**src/rtl/rv32_pkg.sv**
```systemverilog
// Shared definitions for the rv32_cpu pipeline: the NOP encoding, default
// reset/trap vectors, the fetch FSM state encoding and a word-align helper.
package rv32_pkg;

   // addi x0,x0,0 -- injected whenever the fetch stage has no instruction
   localparam logic [31:0] RV32I_NOP                  = 32'h0000_0013;
   localparam logic [31:0] RV32I_DEFAULT_RESET_VECTOR = 32'h0000_0000;
   localparam logic [31:0] RV32I_TRAP_VECTOR          = 32'h0000_0040;

   typedef enum logic [1:0] {
      FETCH_IDLE = 2'd0,
      FETCH_RUN  = 2'd1,
      FETCH_HELD = 2'd2
   } fetch_state_e;

   function automatic logic [31:0] word_align(input logic [31:0] addr);
      return addr & 32'hFFFF_FFFC;
   endfunction

endpackage

```
**src/rtl/rv32i_fetch_hold.sv**
```systemverilog
// One-entry hold (skid) buffer for the fetch stage. Captures an instruction
// returning while the pipeline is stalled and releases it on drain.
// Priority: clear > load > drain.
module rv32i_fetch_hold
   import rv32_pkg::*;
#(
   parameter logic [31:0] RESET_PC = RV32I_DEFAULT_RESET_VECTOR
)
(
   input  logic        clk,
   input  logic        reset,
   input  logic        load,
   input  logic [31:0] load_instr,
   input  logic [31:0] load_pc,
   input  logic        drain,
   input  logic        clear,
   output logic        valid,
   output logic [31:0] instr,
   output logic [31:0] pc
);

   // buffer entry: filled on load, emptied on drain or a redirect clear
   always_ff @(posedge clk) begin
      if (reset) begin
         valid <= 1'b0;
         instr <= RV32I_NOP;
         pc    <= RESET_PC;
      end else if (clear) begin
         valid <= 1'b0;
      end else if (load) begin
         valid <= 1'b1;
         instr <= load_instr;
         pc    <= load_pc;
      end else if (drain) begin
         valid <= 1'b0;
      end
   end

endmodule

```
**src/rtl/rv32i_fetch.sv**
```systemverilog
// RV32I instruction fetch stage. Owns the PC, issues word reads over a
// wait-request port and hands instr/pc pairs to the decoder, injecting NOPs
// on bubbles. Optional feature macro: RV32I_FETCH_MISALIGN_TRAP_EN (redirects
// to a misaligned target go to the trap vector and pulse misalign_trap).
//
// Read handshake: a read is accepted on a clock edge where iread is high and
// iwaitrequest is low; once iread is raised it stays high with a stable
// iaddress until accepted, and ireaddata is valid the cycle after acceptance.
module rv32i_fetch
   import rv32_pkg::*;
#(
   parameter logic [31:0] RV32I_RESET_VECTOR = RV32I_DEFAULT_RESET_VECTOR
)
(
   input  logic        clk,
   input  logic        reset,
   output logic [31:0] iaddress,
   output logic        iread,
   input  logic        iwaitrequest,
   input  logic [31:0] ireaddata,
   input  logic        update_pc,
   input  logic [31:0] new_pc,
   input  logic        stall,
   output logic [31:0] instr,
   output logic [31:0] pc,
   output logic        misalign_trap,
   output logic [1:0]  dbg_state
);

   fetch_state_e state_q, state_d;

   logic [31:0] fetch_pc;
   logic        rd_pending;
   logic        rd_kill;
   logic [31:0] rd_pc;
   // a request left waiting across a redirect keeps its old address and is
   // dropped when it finally completes
   logic        req_kill;
   logic [31:0] req_addr;

   logic [31:0] instr_q, pc_q;
   logic        trap_q;

   logic        hb_valid;
   logic [31:0] hb_instr, hb_pc;

   logic        accept, data_valid, hb_load, hb_drain;
   logic        redirect_trap;
   logic [31:0] redirect_pc;

   assign accept     = iread & ~iwaitrequest;
   assign data_valid = rd_pending & ~rd_kill;
   assign hb_load    = ~update_pc & stall & data_valid;
   assign hb_drain   = ~update_pc & ~stall & hb_valid;

   // redirect target selection (misaligned targets trap or get truncated)
   always_comb begin
`ifdef RV32I_FETCH_MISALIGN_TRAP_EN
      redirect_trap = (new_pc[1:0] != 2'b00);
      redirect_pc   = redirect_trap ? RV32I_TRAP_VECTOR : new_pc;
`else
      redirect_trap = 1'b0;
      redirect_pc   = new_pc & 32'hFFFF_FFFC;
`endif
   end

   // FSM state register
   always_ff @(posedge clk) begin
      if (reset) state_q <= FETCH_IDLE;
      else       state_q <= state_d;
   end

   // FSM next state: HELD while the hold buffer owns an instruction
   always_comb begin
      state_d = state_q;
      case (state_q)
         FETCH_IDLE: state_d = FETCH_RUN;
         FETCH_RUN:  if (hb_load) state_d = FETCH_HELD;
         FETCH_HELD: if (update_pc || !stall) state_d = FETCH_RUN;
         default:    state_d = FETCH_IDLE;
      endcase
   end

   // FSM outputs: read request and address
   always_comb begin
      iread     = ~reset & (state_q != FETCH_IDLE) & ~hb_valid & ~(stall & rd_pending);
      iaddress  = req_kill ? req_addr : word_align(fetch_pc);
      dbg_state = state_q;
   end

   // read tracking: fetch PC, in-flight read and stale-request bookkeeping
   always_ff @(posedge clk) begin
      if (reset) begin
         fetch_pc   <= RV32I_RESET_VECTOR;
         rd_pending <= 1'b0;
         rd_kill    <= 1'b0;
         rd_pc      <= RV32I_RESET_VECTOR;
         req_kill   <= 1'b0;
         req_addr   <= RV32I_RESET_VECTOR;
      end else begin
         rd_pending <= accept;
         if (accept) begin
            rd_pc   <= iaddress;
            rd_kill <= update_pc | req_kill;
         end else begin
            rd_kill <= 1'b0;
         end

         if (accept) begin
            req_kill <= 1'b0;
         end else if (update_pc && iread) begin
            req_kill <= 1'b1;
            req_addr <= iaddress;
         end

         if (update_pc)
            fetch_pc <= redirect_pc;
         else if (accept && !req_kill)
            fetch_pc <= word_align(fetch_pc) + 32'd4;
      end
   end

   // decoder-facing registers: redirect > drain buffer > returning read > NOP
   always_ff @(posedge clk) begin
      if (reset) begin
         instr_q <= RV32I_NOP;
         pc_q    <= RV32I_RESET_VECTOR;
         trap_q  <= 1'b0;
      end else begin
         trap_q <= update_pc & redirect_trap;
         if (update_pc) begin
            instr_q <= RV32I_NOP;
         end else if (!stall) begin
            if (hb_valid) begin
               instr_q <= hb_instr;
               pc_q    <= hb_pc;
            end else if (data_valid) begin
               instr_q <= ireaddata;
               pc_q    <= rd_pc;
            end else begin
               instr_q <= RV32I_NOP;
            end
         end
      end
   end

   assign instr         = instr_q;
   assign pc            = pc_q;
   assign misalign_trap = trap_q;

   rv32i_fetch_hold #(
      .RESET_PC (RV32I_RESET_VECTOR)
   ) u_hold (
      .clk        (clk),
      .reset      (reset),
      .load       (hb_load),
      .load_instr (ireaddata),
      .load_pc    (rd_pc),
      .drain      (hb_drain),
      .clear      (update_pc),
      .valid      (hb_valid),
      .instr      (hb_instr),
      .pc         (hb_pc)
   );

endmodule
```
**config.mk**
```make
export PLATFORM = sky130hd
export DESIGN_NAME = rv32i_fetch
export DESIGN_NICKNAME = d
export VERILOG_FILES = /design/src/rtl/rv32_pkg.sv /design/src/rtl/rv32i_fetch_hold.sv /design/src/rtl/rv32i_fetch.sv
export SDC_FILE = /design/constraint.sdc
export NUM_CORES = 1
export LEC_CHECK = 0
export BUFFER_PORTS_ARGS = -buffer_cell sky130_fd_sc_hd__buf_2
export CORE_ASPECT_RATIO = 0.75
export CORE_MARGIN = 2
export CORE_UTILIZATION = 57
export CTS_BUF_LIST = sky130_fd_sc_hd__clkbuf_8 sky130_fd_sc_hd__clkbuf_16
export DETAILED_ROUTE_END_ITERATION = 10
export PLACE_DENSITY = 0.91
export SETUP_SLACK_MARGIN = 0.05
export SYNTH_ARGS = -nofsm -noshare
export SYNTH_HDL_FRONTEND = slang
export SYNTH_HIERARCHICAL = 1
export SYNTH_SLANG_ARGS = --single-unit
```
**constraint.sdc**
```tcl
create_clock -name clk -period 2.6 [get_ports clk]
set_clock_uncertainty 0.1 [all_clocks]
set_input_delay 0.26 -clock clk [delete_from_list [all_inputs] [get_ports clk]]
set_output_delay 0.26 -clock clk [all_outputs]
set_load 0.02 [all_outputs]
```
==> impl_results.md, run 1 <==
- Critical path's top delay family: buffers and inverters
- CTS buffer count: 23
- Fmax: 398 MHz
- Fin util: 69.3%
- Row count: 43
- Clock network power share: 41.4%
- Nets: 1,369
- Number of cells on the critical path: 4
- N_diodes: 0
- 1st-pass router iterations: 6
- Sum Neg Setup Slack: 0 ns
- Combinational fraction of design power: a little over a tenth
- Main synth FF type: dfxtp_1
- Initial Utilization: about 58%
- CP Buf/Inv Count: 3
- First-pass GRT wire length: 44,800 um
- Worst Hold Class: in -> reg
- Crit. End Element: primary output
- CORE AREA: 0.0183 mm^2
- Int Power: approximately 0.0058 W
- Starting DRT DRC Count: 988
- Mapped cell area: 0.0105 mm^2
- Vias in the first global route: between 8,000 and 9,000
- Clock tree sinks: 228
- # H-tree levels: 1
- Max Slew Vio Count: 0
- Grt total ovfl: 0
- Reg2reg path depth: 5
- Max Cap Viol: 0
- Required time of the critical path: 2.24 ns
- # DRC: 0
- CP Max Fanout: 29
- Clock Path Buffers: 3
- Vias: approximately 9,400
- Commonest cells in the netlist: 228 x dfxtp_1, 95 x nor2_1, 74 x clkbuf_1
- Ranking of synthesized cells by area: dfxtp_1 43%, nand4bb_1 6.5%, mux2i_1 6.4%, a211oi_1 4.8%, nand2b_1 3.7%
- Layout Area Growth over Synthesis: 20.3%
- Global Route Usage Sum: 27.9%
- Syn Area/Cell: 9.27 um^2
- Hold-critical path depth: 3
- Clk slew on worst S/H paths: ~0.060 ns
- CP peak stage delay: ~0.52 ns
- Die area: between 0.015 and 0.02 mm^2
- Syn_nets: 1,207
- Area share of fa/ha/maj cells after synthesis: less than 1%
- Routed len/inst: approximately 18 um
- Critical path arrival: 2.15 ns
- Rel. slew slack: a little under a third
- Cell Chain, Critical Path: buf_6, mux2i_1, inv_1, buf_2
- Via density: 6.05
- Final GP Congestion: 0.912
- Fin. Hold Viols: 0
- Area share of the largest cell type after synthesis: 43.3%
- Sw power: 0.00199 W
- Cell at the slowest stage of the critical path: mux2i_1
- Initial antenna violation count: 1
- Pre-CTS WS: around 0.24 ns
- Reg power frac: 47.8%
- CP Class: reg -> out
- Share of layout cells above drive strength 1: 21.3%
- EDFF count, synth: 0
- Sw Share: between 20% and 30%
- Worst setup SP type: register
- # IOs: 169
- Number of port buffers: 165
- Final setup viols: 0
- Seq/Total Area, Yosys: 43.3%
- Status: completed
- Die width: 161 um
- CTS tree: done
- Chip height: 122 um
- Flops & latches, synth: between 200 and 250
- Largest family of logic cells by synthesized area: simple AND/OR/NAND/NOR gates
- XOR/XNOR share of the synthesized area: 0.415%
- Synth cell types: 68
- HPWL Detailed: 17,800 um
- Compound-cell area share of the yosys netlist: 18.3%
- Asr flop ratio synth: 0%
- Power, Total: approximately 0.0078 W
- Largest net degree at the start of global routing: 181
- Peak supply drop: about 320 uV
- Mux contribution to synthesized area: 6.36%
- Worst-Skew Late Latency: 0.52 ns
- Part of the cycle the worst path needs: 96.5%
- Routed WL: approximately 29,000 um
- Cell taking the most area after synthesis: dfxtp_1
- Final setup margin: 0.0898 ns
- Antenna-violating nets left: 0
- Final Critical Period: approximately 2.5 ns
- Synth warn: 6
- Leak: 4.84 nW
- CTS root buf: clkbuf_16
- Simple-Gate Fraction of Synth Area: 25.2%
- Worst-margin pin slew: 1.02 ns
- Top-count cell post-synth: dfxtp_1
- Cells after synthesis: ~1,100
- Pwr dens: about 610 mW/mm^2
- RSZ-0062 raised after global routing: false
-- placed cells by master (no fill, tap or decap), drive strengths merged, types with 3 or more instances in the layout --
cell,instances
a211o,3
and3,7
nand3,40
o22ai,3
inv,42
and2,8
nand2b,63
nor3,37
and4,7
o31ai,5
nor2b,39
nor2,95
buf,190
a211oi,69
nand4,16
dlygate4sd3,52
clkinv,5
or4,6
nand4bb,61
o21ai,97
a2111oi,4
a221oi,30
clkbuf,27
mux2i,67
or3,6
nand2,38
nor4,7
o211ai,6
a311oi,7
a21oi,3
o21a,6
o2111a,3
a311o,3
xor2,3
dfxtp,228
-- worst paths after layout --
path / slack, ns / start / endpoint
setup / recovery: 0.09 / req_kill / iaddress[25]
hold / removal: 0.007 / new_pc[16] / fetch_pc[16]
setup reg to reg: 0.27 / rd_pending / u_hold/pc[21]
hold reg to reg: 0.37 / u_hold/pc[23] / u_hold/pc[23]
-- worst register-to-register path: stages, from the launching register on --
cell	delay (ns)
dfxtp_1	0.41
nand2b_1	0.21
nor2_4	0.15
nor2b_4	0.82
buf_12	0.38
o21ai_1	0.14
-- sequential cells by signal, summed over array words and instances (netlist names), 2 cells and up --
name and count:
instr 32, pc 32, rd_pc 32, req_addr 32, u_hold/instr 32, u_hold/pc 32, fetch_pc 30, dbg_state 2
-- power groups by stage --
stage               Combinational, W  Sequential (W)  Clock [W]
finish                      0.000844         0.00371    0.00321
floorplan                   0.000485         0.00377          0
CTS                         0.000828         0.00370    0.00323
detailed placement          0.000761         0.00378          0
global route                0.000907         0.00372    0.00338
global placement            0.000742         0.00377          0
-- final cells by class --
class | count | area (um^2)
Clock inverter | 11 | 92.6
Timing Repair Buffer | 242 | 1590
Inverter | 37 | 139
Sequential cell | 228 | 4570
Clock buffer | 27 | 631
Multi-Input combinational cell | 767 | 5350
Fill cell | 1389 | 5620
Tap cell | 247 | 309
-- cells by family after synthesis --
| family | Yosys count |
|---|---|
| simple gates | 437 |
| compound gates | 256 |
| xor+xnor | 5 |
| flops | 228 |
| fa+ha+maj | 1 |
| mux | 67 |
| other cells | 1 |
| buf+inv | 142 |
-- through the flow --
stage          hold slack [ns]  std cells  instance area [um^2]
6_report               0.00650       1559                 12700
5_1_grt                 0.0123       1559                 12700
4_1_cts                0.00328       1556                 12600
3_5_place_dp             0.343       1466                 11400
3_3_place_gp             0.334       1466                 11400
2_1_floorplan            0.294       1137                 10500
-- per-layer routing --
layer  global-route usage (%)  wire length [um]  vias up
met5                        0                11        -
met4                     7.92               758        2
met3                     4.26              2050       59
met2                     42.9             12800      392
met1                     40.8             13000     4503
li1                         -                 -     4475
-- repair_timing --
item,CTS,global route
setup buffers,0,3
setup endpoints to repair,4,3
pin swaps,0,1
hold buffers,52,0
hold endpoints to repair,76,0
gates resized for setup,2,2
No activity file was read; power rests on OpenSTA's default activity.
==> run 2: changes to the inputs <==
--- a/config.mk
+++ b/config.mk
@@ -11,6 +11,7 @@
 export CORE_UTILIZATION = 57
 export CTS_BUF_LIST = sky130_fd_sc_hd__clkbuf_8 sky130_fd_sc_hd__clkbuf_16
 export DETAILED_ROUTE_END_ITERATION = 10
+export MAX_ROUTING_LAYER = met4
 export PLACE_DENSITY = 0.91
 export SETUP_SLACK_MARGIN = 0.05
 export SYNTH_ARGS = -nofsm -noshare
==> run 2 against run 1 <==
Compared with the run above:
- non-clock buffer count unchanged
- critical endpoint is now iaddress[24]
- sequential cell count did not move
- critical path depth unchanged
- first-iteration DRC count decreased by 0.71%
- combinational power barely moved
- design area hardly changed
- largest cell class unchanged
- register-to-register slack is essentially flat
==> impl_results.md, run 2 (synthesis results as in run 1) <==
- Sw Share: 25.5%
- Grt total ovfl: 0
- Cell at the slowest stage of the critical path: mux2i_1
- CTS buffer count: 23
- RSZ-0062 raised after global routing: false
- CP peak stage delay: 0.50 ns
- Status: completed
- Row count: 43
- CTS root buf: clkbuf_16
- Design area: 0.0127 mm^2
- CP Class: reg -> out
- Antenna-violating nets left: 0
- Chip height: 122 um
- Layout Area Growth over Synthesis: 20.3%
- # IOs: 169
- R2R Path End: u_hold/pc[4]
- Required time of the critical path: 2.24 ns
- Int Power: between 0.005 and 0.006 W
- Routed WL: about 29,000 um
- Largest net degree at the start of global routing: 181
- HPWL Detailed: between 15,000 and 20,000 um
- Initial Utilization: 57.6%
- Worst setup SP type: register
- Die width: ~160 um
- Clock Path Buffers: 3
- Final setup viols: 0
- Number of port buffers: approximately 170
- Fin. Hold Viols: 0
- Cell Chain, Critical Path: buf_6, mux2i_1, inv_1, buf_2
- Initial antenna violation count: 1
- Rel. slew slack: 32.4%
- Leak: a little under 5 nW
- Reg power frac: 47.8%
- Clk slew on worst S/H paths: 0.06 ns
- Final Critical Period: about 2.5 ns
- Worst-margin pin slew: about 1.0 ns
- Worst reg2reg setup slack: 0.27 ns
- Starting DRT DRC Count: 981
- R2R Path Start: rd_pending
- 1st-pass router iterations: 6
- Vias: around 9,500
- Crit. End Element: primary output
- Vias in the first global route: 8,595
- Sw power: approximately 0.002 W
- Nets: 1,369
- Max Slew Vio Count: 0
- Crit. Startpoint: req_kill
- Combinational fraction of design power: between 10% and 20%
- CTS tree: done
- # DRC: 0
- Routed len/inst: 18.3 um
- Max Cap Viol: 0
- Critical Path Sink: iaddress[24]
- Clock tree sinks: 228
- Sum Neg Setup Slack: 0 ns
- Worst-Skew Late Latency: 0.52 ns
- Pwr dens: roughly 610 mW/mm^2
- Share of layout cells above drive strength 1: 21.3%
- Peak supply drop: 319 uV
- Most common cell after layout, fill and taps aside: dfxtp_1
- Via density: 6.07
- Placed cell areas: 0.0114 mm^2
- Critical path arrival: 2.12 ns
- CORE AREA: 0.0183 mm^2
- Global Route Usage Sum: 28.7%
- Fmax: 403 MHz
- Reg2reg path depth: 5
- Part of the cycle the worst path needs: 95.5%
- CP Max Fanout: 29
- Die area: around 0.02 mm^2
- Final GP Congestion: 0.928
- # H-tree levels: 1
- Worst Hold Class: in -> reg
- Clock network power share: between 40% and 50%
- First-pass GRT wire length: between 40,000 and 50,000 um
- Commonest cells after routing, fill and taps aside: 226 x dfxtp_1, 164 x buf_2, 93 x nor2_1
run 2: cell count changes in the layout (fill, tap and decap cells not counted):
cell / before / now
diode_2: 0 / 1
run 2: power by group through the flow:
stage / logic, W / registers (W) / clock network (W)
4_1_cts: 0.000828 / 0.00370 / 0.00323
3_3_place_gp: 0.000742 / 0.00377 / 0
5_1_grt: 0.000907 / 0.00372 / 0.00337
6_report: 0.000844 / 0.00371 / 0.00320
2_1_floorplan: 0.000485 / 0.00377 / 0
3_5_place_dp: 0.000761 / 0.00378 / 0
run 2: timing repair:
item / CTS / global route
pin swaps: 0 / 1
endpoints found under the hold margin: 76 / 0
setup endpoints to repair: 4 / 3
setup buffers: 0 / 3
hold buffers: 52 / 0
resized for setup: 2 / 2
run 2: cell type report:
| type | instances | area [um^2] |
|---|---|---|
| Fill cell | 1388 | 5610 |
| Multi-Input combinational cell | 767 | 5350 |
| Sequential cell | 228 | 4570 |
| Timing Repair Buffer | 242 | 1590 |
| Clock buffer | 27 | 631 |
| Tap cell | 247 | 309 |
| Inverter | 37 | 139 |
| Clock inverter | 11 | 92.6 |
| Antenna cell | 1 | 2.50 |
run 2: worst max-delay path: cells and delay by family (launching register included):
kind                   cells  cell delay, ns
DFF                        1            0.49
buffers and inverters      3            0.61
muxes                      1            0.50
run 2: per-stage QoR:
| stage | total power, W | util [%] | std cells | setup slack (ns) | hold slack, ns |
|---|---|---|---|---|---|
| 2_1_floorplan | 0.00426 | - | 1137 | 0.637 | 0.294 |
| 3_3_place_gp | 0.00451 | 62.3 | 1466 | 0.355 | 0.334 |
| 3_5_place_dp | 0.00454 | 62.3 | 1466 | 0.236 | 0.343 |
| 4_1_cts | 0.00776 | 69.1 | 1556 | 0.131 | 0.00328 |
| 5_1_grt | 0.00800 | 69.3 | 1560 | 0.0552 | 0.0123 |
| 6_report | 0.00776 | 69.3 | 1560 | 0.116 | 0.0149 |
run 2: worst min-delay path by stage:
| stage | slack, ns | startpoint | to | depth (start not counted) |
|---|---|---|---|---|
| floorplan | 0.29 | new_pc[26] | fetch_pc[26] | 2 |
| global placement | 0.33 | req_addr[1] | req_addr[1] | 1 |
| detailed placement | 0.34 | req_addr[0] | req_addr[0] | 1 |
| CTS | 0.003 | new_pc[16] | fetch_pc[16] | 3 |
| global route | 0.01 | new_pc[31] | fetch_pc[31] | 3 |
| finish | 0.01 | new_pc[16] | fetch_pc[16] | 3 |
run 2: per-layer routing:
layer	vias up	global-route usage (%)	share of wire, %
met5	-	-	0
met2	406	42.8	45
li1	4491	-	-
met1	4519	40.8	45
met3	57	4.15	7.7
met4	0	8.04	2.6
